`src/rtl/led_status_ctrl_pkg.sv`:
```
// Purpose : shared types and timing helpers for the status-LED driver.
// Latency : n/a (declarations only).
// Backpr. : n/a.
// Contents: led_mode_t per-channel display mode, helpers deriving blink
//           half-period and millisecond divider from the clock frequency.
package led_status_ctrl_pkg;

    typedef enum logic [1:0] {
        LED_DIRECT  = 2'b00,
        LED_BLINK   = 2'b01,
        LED_STRETCH = 2'b10,
        LED_OFF     = 2'b11
    } led_mode_t;

    // Cycles per blink half-period.
    function automatic int calc_half(input int clk_hz, input int blink_hz);
        return clk_hz / (2 * blink_hz);
    endfunction

    // Cycles per millisecond tick.
    function automatic int calc_ms_div(input int clk_hz);
        return clk_hz / 1000;
    endfunction

endpackage

```
`src/rtl/led_status_ctrl_if.sv`:
```
// Purpose : bundle of game-side status/config inputs and the LED outputs.
// Latency : n/a (wires only).
// Backpr. : none; config writes are always accepted.
// Signals : status_in (raw status bits), cfg_wr/cfg_idx/cfg_mode (mode write),
//           led (registered LED drive). master = game logic, slave = LED driver.
interface led_status_ctrl_if #(
    parameter int NUM_LED = 4
);
    import led_status_ctrl_pkg::*;

    localparam int IDX_W = (NUM_LED > 1) ? $clog2(NUM_LED) : 1;

    logic [NUM_LED-1:0] status_in;
    logic               cfg_wr;
    logic [IDX_W-1:0]   cfg_idx;
    led_mode_t          cfg_mode;
    logic [NUM_LED-1:0] led;

    modport master (
        output status_in, cfg_wr, cfg_idx, cfg_mode,
        input  led
    );

    modport slave (
        input  status_in, cfg_wr, cfg_idx, cfg_mode,
        output led
    );

endinterface

```
`src/rtl/led_status_ctrl_tick.sv`:
```
// Purpose : free-running millisecond tick and shared blink phase generator.
// Latency : ms_tick_o is decoded from the counter state (valid during the cycle
//           before the counter wraps); blink_phase_o is a register.
// Backpr. : none, free-running.
// Ports   : clk_i, rst_ni (async, active low), ms_tick_o, blink_phase_o.
module led_tick_gen
    import led_status_ctrl_pkg::*;
#(
    parameter int CLK_HZ   = 60_000_000,
    parameter int BLINK_HZ = 2
) (
    input  logic clk_i,
    input  logic rst_ni,
    output logic ms_tick_o,
    output logic blink_phase_o
);

    localparam int HALF   = calc_half(CLK_HZ, BLINK_HZ);
    localparam int MS_DIV = calc_ms_div(CLK_HZ);
    localparam int HALF_W = (HALF > 1) ? $clog2(HALF) : 1;
    localparam int MS_W   = (MS_DIV > 1) ? $clog2(MS_DIV) : 1;

    logic [HALF_W-1:0] half_cnt_q, half_cnt_d;
    logic [MS_W-1:0]   ms_cnt_q, ms_cnt_d;
    logic              blink_phase_q, blink_phase_d;
    logic              half_wrap;
    logic              ms_wrap;

    always_comb begin
        half_wrap     = (half_cnt_q == HALF_W'(HALF - 1));
        ms_wrap       = (ms_cnt_q == MS_W'(MS_DIV - 1));
        half_cnt_d    = half_wrap ? '0 : half_cnt_q + HALF_W'(1);
        ms_cnt_d      = ms_wrap ? '0 : ms_cnt_q + MS_W'(1);
        blink_phase_d = half_wrap ? ~blink_phase_q : blink_phase_q;
    end

    always_ff @(posedge clk_i or negedge rst_ni) begin
        if (!rst_ni) begin
            half_cnt_q    <= '0;
            ms_cnt_q      <= '0;
            blink_phase_q <= 1'b1;   // first blink on-phase starts straight out of reset
        end else begin
            half_cnt_q    <= half_cnt_d;
            ms_cnt_q      <= ms_cnt_d;
            blink_phase_q <= blink_phase_d;
        end
    end

    assign ms_tick_o     = ms_wrap;
    assign blink_phase_o = blink_phase_q;

endmodule

```
`src/rtl/led_status_ctrl.sv`:
```
// Purpose : maps NUM_LED status bits onto LEDs with per-channel DIRECT/BLINK/STRETCH/OFF mode.
// Latency : 1 cycle status_in -> led; a mode write affects led from the second edge after the strobe.
// Backpr. : none; one config write per cycle, out-of-range indices ignored.
// Ports   : clk60MHz, rst_n (async, active low), bus (slave modport: status_in,
//           cfg_wr, cfg_idx, cfg_mode in; led out).
module led_status_ctrl
    import led_status_ctrl_pkg::*;
#(
    parameter int NUM_LED    = 4,
    parameter int CLK_HZ     = 60_000_000,
    parameter int BLINK_HZ   = 2,
    parameter int STRETCH_MS = 100
) (
    input  logic              clk60MHz,
    input  logic              rst_n,
    led_status_ctrl_if.slave  bus
);

    localparam int CNT_W = $clog2(STRETCH_MS + 1);

    logic               ms_tick;
    logic               blink_phase;
    logic               cfg_hit;
    logic [NUM_LED-1:0] status_q;
    logic [NUM_LED-1:0] led_q, led_d;

    led_tick_gen #(
        .CLK_HZ   (CLK_HZ),
        .BLINK_HZ (BLINK_HZ)
    ) u_tick (
        .clk_i         (clk60MHz),
        .rst_ni        (rst_n),
        .ms_tick_o     (ms_tick),
        .blink_phase_o (blink_phase)
    );

    // Indices beyond the channel count leave every channel untouched.
    assign cfg_hit = bus.cfg_wr && (int'(bus.cfg_idx) < NUM_LED);

    for (genvar i = 0; i < NUM_LED; i++) begin : g_ch
        led_mode_t        mode_q, mode_d;
        logic [CNT_W-1:0] cnt_q, cnt_d;
        logic             wr_sel;
        logic             rise;
        logic             ch_led_d;

        always_comb begin
            wr_sel = cfg_hit && (int'(bus.cfg_idx) == i);
            rise   = bus.status_in[i] & ~status_q[i];
            mode_d = wr_sel ? bus.cfg_mode : mode_q;

            // Priority: config clear, then reload on rise (beats a coincident tick), then decay.
            cnt_d = cnt_q;
            if (wr_sel) begin
                cnt_d = '0;
            end else if (rise) begin
                cnt_d = CNT_W'(STRETCH_MS);
            end else if (ms_tick && (cnt_q != '0)) begin
                cnt_d = cnt_q - CNT_W'(1);
            end

            // Uses the mode currently held, so a write shows up one edge later.
            ch_led_d = 1'b0;
            unique case (mode_q)
                LED_DIRECT:  ch_led_d = bus.status_in[i];
                LED_BLINK:   ch_led_d = bus.status_in[i] & blink_phase;
                LED_STRETCH: ch_led_d = bus.status_in[i] | rise | (cnt_q != '0);
                LED_OFF:     ch_led_d = 1'b0;
                default:     ch_led_d = 1'b0;
            endcase
        end

        always_ff @(posedge clk60MHz or negedge rst_n) begin
            if (!rst_n) begin
                mode_q <= LED_DIRECT;
                cnt_q  <= '0;
            end else begin
                mode_q <= mode_d;
                cnt_q  <= cnt_d;
            end
        end

        assign led_d[i] = ch_led_d;
    end

    always_ff @(posedge clk60MHz or negedge rst_n) begin
        if (!rst_n) begin
            status_q <= '0;
            led_q    <= '0;
        end else begin
            status_q <= bus.status_in;
            led_q    <= led_d;
        end
    end

    assign bus.led = led_q;

endmodule

```
`src/flat_wrapper.sv`:
```
// flat-port wrapper written by rule: the top's interface ports become plain ports
module led_status_ctrl_flat import led_status_ctrl_pkg::*;
#(
    parameter int NUM_LED    = 4,
    parameter int CLK_HZ     = 60_000_000,
    parameter int BLINK_HZ   = 2,
    parameter int STRETCH_MS = 100
)
  (clk60MHz, rst_n, bus_status_in, bus_cfg_wr, bus_cfg_idx, bus_cfg_mode, bus_led);
  led_status_ctrl_if #(.NUM_LED(NUM_LED)) bus_i ();
  input  logic clk60MHz;
  input  logic rst_n;
  input wire logic [$bits(bus_i.status_in)-1:0] bus_status_in;
  input wire logic [$bits(bus_i.cfg_wr)-1:0] bus_cfg_wr;
  input wire logic [$bits(bus_i.cfg_idx)-1:0] bus_cfg_idx;
  input wire logic [$bits(bus_i.cfg_mode)-1:0] bus_cfg_mode;
  output wire logic [$bits(bus_i.led)-1:0] bus_led;
  assign bus_i.status_in = bus_status_in;
  assign bus_i.cfg_wr = bus_cfg_wr;
  assign bus_i.cfg_idx = bus_cfg_idx;
  assign bus_i.cfg_mode = bus_cfg_mode;
  assign bus_led = bus_i.led;
  led_status_ctrl #(.NUM_LED(NUM_LED), .CLK_HZ(CLK_HZ), .BLINK_HZ(BLINK_HZ), .STRETCH_MS(STRETCH_MS)) u_core (.clk60MHz(clk60MHz), .rst_n(rst_n), .bus(bus_i));
endmodule
```
`config.mk`:
```
export PLATFORM = sky130hd
export DESIGN_NAME = led_status_ctrl_flat
export DESIGN_NICKNAME = d
export VERILOG_FILES = /design/src/rtl/led_status_ctrl_pkg.sv /design/src/rtl/led_status_ctrl_if.sv /design/src/rtl/led_status_ctrl_tick.sv /design/src/rtl/led_status_ctrl.sv /design/src/flat_wrapper.sv
export SDC_FILE = /design/constraint.sdc
export NUM_CORES = 1
export LEC_CHECK = 0
export ABC_CLOCK_PERIOD_IN_PS = 5600
export BUFFER_PORTS_ARGS = -buffer_cell sky130_fd_sc_hd__buf_2
export CAP_MARGIN = 40
export CORE_MARGIN = 2
export CORE_UTILIZATION = 50
export DETAILED_ROUTE_END_ITERATION = 8
export PLACE_DENSITY = 0.72
export SLEW_MARGIN = 15
export SYNTH_ARGS = -nofsm -noshare
export SYNTH_HDL_FRONTEND = slang
export SYNTH_SLANG_ARGS = --single-unit
export TNS_END_PERCENT = 30
```
`constraint.sdc`:
```
create_clock -name clk60MHz -period 5.6 [get_ports clk60MHz]
set_clock_uncertainty 0.2 [all_clocks]
set_input_delay 0.56 -clock clk60MHz [delete_from_list [all_inputs] [get_ports clk60MHz]]
set_output_delay 0.56 -clock clk60MHz [all_outputs]
set_load 0.01 [all_outputs]
```
==> summary.txt, run 1 <==
status = finished, final reports clean
Max VDD drop = 0.150 mV
CP startpoint kind = flip-flop
sequential fraction of the synthesis area = 51.5%
commonest non-fill, non-tap cell in the layout = dfrtp_1
CTS sink count = 85
layout cells sized above 1 = 11.9%
Final setup viols = 0
Yosys reg bits = 85
Die Wd = 95.0 um
Core Rows = 33
post-synthesis cell type count = 42
predominant post-synthesis flop cell = dfrtp_1
worst setup path category = reg -> reg
cells along the critical path = or4b_4 -> or4_1 -> or4_1 -> a21oi_1
syn_nets = 429
clock slew at reported path FFs = 0.09 ns
Total GRT Usage = 20.8%
leakage power = 1.94 nW
IO Port Bufs = 14
first-pass GRT wire length = 14.7 mm
Arr. time, crit path = 3.10 ns
reg2reg setup slack = 2.58 ns
final setup TNS = 0 ns
Die Y = 95.0 um
relative slew slack = 38.6%
commonest non-fill, non-tap cells in the layout = dfrtp_1, a21oi_1, o21ai_0
Worst Hold End = u_core.status_q[0]
Cells after Synth = 412
Vias/cell = 6.00
final wirelength = 8.66 mm
Final period util = 54.0%
# fillers = 672
Slowest-stage cell, CP = or4_1
# Max-Cap Violations = 0
Post-synth EDFFs = 0
Hold Path Stages = 1
htree depth = 3
CP peak stage delay = 0.93 ns
Worst Setup End Kind = flip-flop
R2R depth = 4
Non-Filler Instances = 542
footprint of the multi-input gates = 1900 um2
final net count = 449
dpl ws = 2.61 ns
RR Startpoint = u_core.u_tick.ms_cnt_q[8]
Mapped Area = 4140 um2
Reg area = 2130 um2
Crit path max-delay family = simple AND/OR/NAND/NOR gates
via count = 3251
initial antenna violation count = 0
min-delay src = bus_status_in[0]
Pwr Density = 272 nW/um2
Final Slew Violations = 0
most used cell, CP = or4_1
required time of the critical path = 5.67 ns
Worst Tran Pin Value = 0.912 ns
Syn. warnings = 0
largest net degree at the start of global routing = 48
Post-route DRC = 0
Crit Path Max Fanout = 28
R2R Path End = u_core.g_ch[3].cnt_q[3]
vias in the first global route = 3211
minimum clock period = 3.02 ns
Inst Count DP = 524
DRT Pass-1 Iters = 4
number of buffers created by CTS = 9
initial drt markers = 166
HP Class = in -> reg
Crit path buffers/inverters = 0
antenna viol nets, final = 0
DP Wirelength = 5.94 mm
final worst slack = 2.58 ns
antenna cells = 0
clock root buffer = clkbuf_8
synth-to-layout area growth = 11.1%
total global routing overflow = 0
CTS tree = yes
routed len/inst = 16.0 um
Clock Latency Late Sink = 0.35 ns
RSZ-0062 raised after global routing = false
Hold Violations, Final = 0
maximum buffer depth of the clock tree = 2
Async S/R FF share, synth = 100%
average size of a mapped cell = 10.0 um2
core area = 8130 um2
Initial Util = 50.9%
Die ar. = 9020 um2
Max Freq = 331 MHz
GPL Wtd Cong = 0.816
# IOs = 15
sequential cells by signal, indices dropped and copies added (netlist names):
name,cells
u_core.g_ch.cnt_q,28
u_core.status_q,4
u_core.bus.led,4
u_core.u_tick.ms_cnt_q,16
u_core.u_tick.half_cnt_q,24
u_core.u_tick.blink_phase_o,1
u_core.g_ch.mode_q,8
per-stage QoR:
stage	cell area, um2	utilization (%)	hold WS [ns]	power, mW
3_3_place_gp	4320	53.1	0.245	0.758
6_report	4600	56.5	0.141	1.25
2_1_floorplan	4140	-	0.0644	0.723
3_5_place_dp	4350	53.5	0.255	0.766
4_1_cts	4590	56.5	0.127	1.26
5_1_grt	4600	56.5	0.126	1.30
kinds of logic (layout without fill, tap and decap cells):
| group | count (synthesis) | count (layout) | share of synthesized area [%] |
|---|---|---|---|
| AND/OR/NAND/NOR | 176 | 176 | 25.1 |
| AO/OA/AOI/OAI | 84 | 84 | 11.9 |
| buffers and inverters | 29 | 54 | 2.69 |
| XOR/XNOR | 26 | 26 | 5.50 |
| adder cells (fa/ha/maj) | 6 | 6 | 1.81 |
| flip-flops | 85 | 85 | 51.5 |
| multiplexers | 6 | 6 | 1.60 |
Yosys cell counts, types with 2 or more instances:
cell type,instances,share of area [%]
a31oi_1,6,0.91
mux2_2,5,1.4
and4_1,6,1.3
nand2_1,23,2.1
and3_1,7,1.1
dfrtp_1,84,51
nor3_1,6,0.73
or3b_2,2,0.42
nor4_1,8,1.2
a21bo_2,2,0.48
and2_1,3,0.45
or3_1,14,2.1
o31ai_1,8,1.5
nand3b_1,6,1.1
inv_1,18,1.6
xor2_1,16,3.4
o21ai_0,27,3.3
o41ai_1,5,1.1
or2_2,4,0.60
buf_2,2,0.24
nand3_1,22,2.7
ha_1,6,1.8
a21oi_1,32,3.9
nand4_1,10,1.5
a211oi_1,2,0.36
xnor2_1,10,2.1
clkbuf_1,9,0.82
nand2b_1,8,1.2
or4_1,18,3.3
nand4b_1,6,1.3
nor2_1,24,2.2
nor2b_1,3,0.45
worst register-to-register path: stages (launching register included):
cell and delay (ns):
dfrtp_1 0.45, or4b_4 0.57, or4_1 0.93, or4_1 0.61, a21oi_1 0.18
where the power goes:
part | internal (mW) | switching (mW) | total (mW)
Combinational | 0.0402 | 0.0541 | 0.0943
Clock | 0.258 | 0.237 | 0.495
Sequential | 0.642 | 0.0201 | 0.662
metal layers:
layer / track usage [%] / wire length [um] / part of all wire [%] / up-vias
li1: - / - / - / 1561
met1: 27.0 / 4090 / 47 / 1615
met2: 33.3 / 4100 / 47 / 55
met3: 3.35 / 226 / 2.6 / 20
met4: 11.0 / 246 / 2.8 / 0
met5: 0 / 0 / 0 / -
timing repair:
action / CTS / global route
setup buffers: 0 / 0
hold buffers: 1 / 0
hold endpoints to repair: 30 / 0
gates resized for setup: 0 / 0
how the worst max path moves through the flow:
stage	from	end	slack [ns]	depth (start not counted)
global route	u_core.u_tick.ms_cnt_q[8]	u_core.g_ch[3].cnt_q[3]	2.46	4
CTS	u_core.u_tick.ms_cnt_q[8]	u_core.g_ch[3].cnt_q[3]	2.59	4
global placement	u_core.u_tick.ms_cnt_q[8]	u_core.g_ch[0].cnt_q[3]	2.71	4
floorplan	u_core.u_tick.ms_cnt_q[8]	u_core.g_ch[2].cnt_q[3]	3.13	6
finish	u_core.u_tick.ms_cnt_q[8]	u_core.g_ch[3].cnt_q[3]	2.58	4
detailed placement	u_core.u_tick.ms_cnt_q[8]	u_core.g_ch[3].cnt_q[3]	2.61	4
layout make-up:
class / instances / area share (%)
flip-flops and latches: 85 / 46.3
multi-input cells: 298 / 41.4
repair buffers: 20 / 2.99
well taps: 105 / 2.86
clock buffers: 9 / 2.69
clock inverters: 7 / 2.29
inverters: 18 / 1.47
Power figures use the tool's default switching activity.
==> inputs of run 2 (changes only) <==
- ABC_CLOCK_PERIOD_IN_PS: 5600 -> 2700
- PLACE_DENSITY: 0.72 -> 0.74
- clock period: 5.6 -> 2.7 ns (I/O delays scaled with it)
==> run 2 against run 1 <==
Net effect:
- first-iteration DRC count up 3.0%
- sequential power up 110%
- register-to-register slack worse by 2.5 ns
- sequential cell count unchanged
- via count down 0.62%
- non-clock buffer count up 13
- count of clock-buffer cells in the layout up 2
==> summary.txt, run 2 (synthesis gave the netlist of run 1 again) <==
status = finished, final reports clean
Crit Path Max Fanout = 14 (-50%)
Hold Path Stages = 3 (+2)
Vias/cell = 5.82 (-2.9%)
R2R depth = 5 (+1)
most used routing layer = met2
htree depth = 3 (unchanged)
Final setup viols = 0 (unchanged)
# fillers = 695 (+3.4%)
Largest regs = u_core.g_ch.cnt_q x28, u_core.u_tick.half_cnt_q x24, u_core.u_tick.ms_cnt_q x16
Pwr Density = 545 nW/um2 (+100%)
final net count = 462 (+2.9%)
min-delay src = bus_cfg_idx[0]
relative slew slack = 51.2% (+13 points)
clock root buffer = clkbuf_8
Clock Latency Late Sink = 0.36 ns (about the same)
met3 Usage GRT = 5.43% (+2.1 points)
maximum buffer depth of the clock tree = 2 (unchanged)
met1 Use GR = 25.4% (-1.6 points)
layout cells sized above 1 = 12.9% (+0.99 points)
via count = 3231 (-0.62%)
Arr. time, crit path = 2.67 ns (-0.43 ns)
Inst Count DP = 532 (+1.5%)
CP startpoint kind = flip-flop
Initial Util = 50.9% (unchanged)
Final Slew Violations = 0 (unchanged)
commonest non-fill, non-tap cells in the layout = dfrtp_1, a21oi_1, o21ai_0
cells along the critical path = or4b_4 -> or4_1 -> buf_4 -> or4_1 -> a21oi_1
core area = 8130 um2 (unchanged)
Worst Setup End Kind = flip-flop
number of buffers created by CTS = 9 (unchanged)
RR Startpoint = u_core.u_tick.ms_cnt_q[12]
minimum clock period = 2.60 ns (-0.426 ns)
# Max-Cap Violations = 0 (unchanged)
total global routing overflow = 0 (unchanged)
most used cell, CP = or4_1
antenna viol nets, final = 0 (unchanged)
RSZ-0062 raised after global routing = false
synth-to-layout area growth = 13.5%
Die ar. = 9020 um2 (unchanged)
clock slew at reported path FFs = 0.09 ns (about the same)
Final period util = 96.2% (+42 points)
antenna cells = 0 (unchanged)
Biggest register = u_core.g_ch.cnt_q
met2 global-route usage = 34.2% (+0.83 points)
Max Freq = 385 MHz (+16%)
# Post-CTS Setup Buffers = 0 (unchanged)
Hold Violations, Final = 0 (unchanged)
# IOs = 15 (unchanged)
R2R Path End = u_core.g_ch[1].cnt_q[3]
Worst Tran Pin Value = 0.725 ns (-0.187 ns)
Crit path buffers/inverters = 1 (+1)
leakage power = 1.99 nW (+2.6%)
footprint of the multi-input gates = 1910 um2 (+0.20%)
DP Wirelength = 5.78 mm (-2.7%)
initial drt markers = 171 (+3.0%)
final wirelength = 8.43 mm (-2.7%)
DRT Pass-1 Iters = 5 (+1)
Final Power = 2.56 mW (+100%)
CTS tree = yes
largest net degree at the start of global routing = 47 (-2.1%)
Die Wd = 95.0 um (unchanged)
IO Port Bufs = 14 (unchanged)
max reg flops = 28 (unchanged)
worst setup path category = reg -> reg
Max VDD drop = 0.302 mV (+100%)
CTS sink count = 85 (unchanged)
Slowest-stage cell, CP = or4b_4
vias in the first global route = 3202 (-0.28%)
Reg area = 2130 um2 (unchanged)
Worst Hold End = u_core.g_ch[2].cnt_q[6]
Die Y = 95.0 um (unchanged)
first-pass GRT wire length = 14.3 mm (-2.9%)
final setup TNS = 0 ns (unchanged)
HP Class = in -> reg
Non-Filler Instances = 555 (+2.4%)
initial antenna violation count = 0 (unchanged)
Post-route DRC = 0 (unchanged)
commonest non-fill, non-tap cell in the layout = dfrtp_1
routed len/inst = 15.2 um (-5.0%)
required time of the critical path = 2.78 ns (-2.89 ns)
reg2reg setup slack = 0.10 ns (-2.47 ns)
Total GRT Usage = 20.1% (-0.62 points)
GPL Wtd Cong = 0.805 (-1.4%)
Core Rows = 33 (unchanged)
CP peak stage delay = 0.57 ns (-0.36 ns)
Crit path max-delay family = simple AND/OR/NAND/NOR gates
==> run 2: area by class of cell <==
cell class / count / share of cell area (%)
clock buffers: 11 / 2.80
inverters: 18 / 1.44
repair buffers: 33 / 5.22
clock inverters: 5 / 1.81
flip-flops and latches: 85 / 45.3
multi-input cells: 298 / 40.6
well taps: 105 / 2.80
==> run 2: how the worst max path moves through the flow <==
stage / from / to / slack, ns / cells past startpoint
floorplan: u_core.u_tick.ms_cnt_q[8] / u_core.g_ch[2].cnt_q[3] / 0.23 / 6
global placement: u_core.u_tick.ms_cnt_q[12] / u_core.g_ch[0].cnt_q[3] / 0.15 / 5
detailed placement: u_core.u_tick.ms_cnt_q[12] / u_core.g_ch[1].cnt_q[3] / 0.11 / 5
CTS: u_core.u_tick.ms_cnt_q[12] / u_core.g_ch[1].cnt_q[3] / 0.09 / 5
global route: u_core.u_tick.ms_cnt_q[0] / u_core.g_ch[1].cnt_q[4] / 0.02 / 6
finish: u_core.u_tick.ms_cnt_q[12] / u_core.g_ch[1].cnt_q[3] / 0.10 / 5
==> run 2: tightest hold or removal path: cells and delay by family <==
kind	cells	cell delay [ns]
AOI/OAI and AO/OA	1	0.12
and+or+nand+nor	1	0.11
buffers and inverters	1	0.12
==> run 2: routing by layer <==
metal	part of all wire (%)	up-vias
met1	46	1582
met4	1.1	0
li1	-	1577
met5	0	-
met2	49	61
met3	3.6	11
==> run 2: what timing repair did <==
action                                  4_1_cts  5_1_grt
endpoints found under the setup margin        0        1
hold buffers                                  7        0
endpoints found under the hold margin        47        0
gates resized for setup                       0        1
==> run 2: power by group <==
part,switching (mW),total [mW],internal (mW)
Clock,0.462,0.989,0.527
Sequential,0.0418,1.37,1.33
Combinational,0.110,0.199,0.0889
Total,0.614,2.56,1.95
==> run 2: stage by stage <==
| stage | setup WS (ns) | cell area [um2] | util, % | hold slack (ns) |
|---|---|---|---|---|
| after global routing | 0.0163 | 4700 | 57.7 | 0.144 |
| final | 0.104 | 4700 | 57.7 | 0.107 |
| after CTS | 0.0912 | 4690 | 57.7 | 0.101 |
| after global placement | 0.150 | 4410 | 54.2 | 0.0822 |
| after detailed placement | 0.111 | 4410 | 54.2 | 0.0862 |
| after floorplan | 0.228 | 4140 | - | -0.226 |
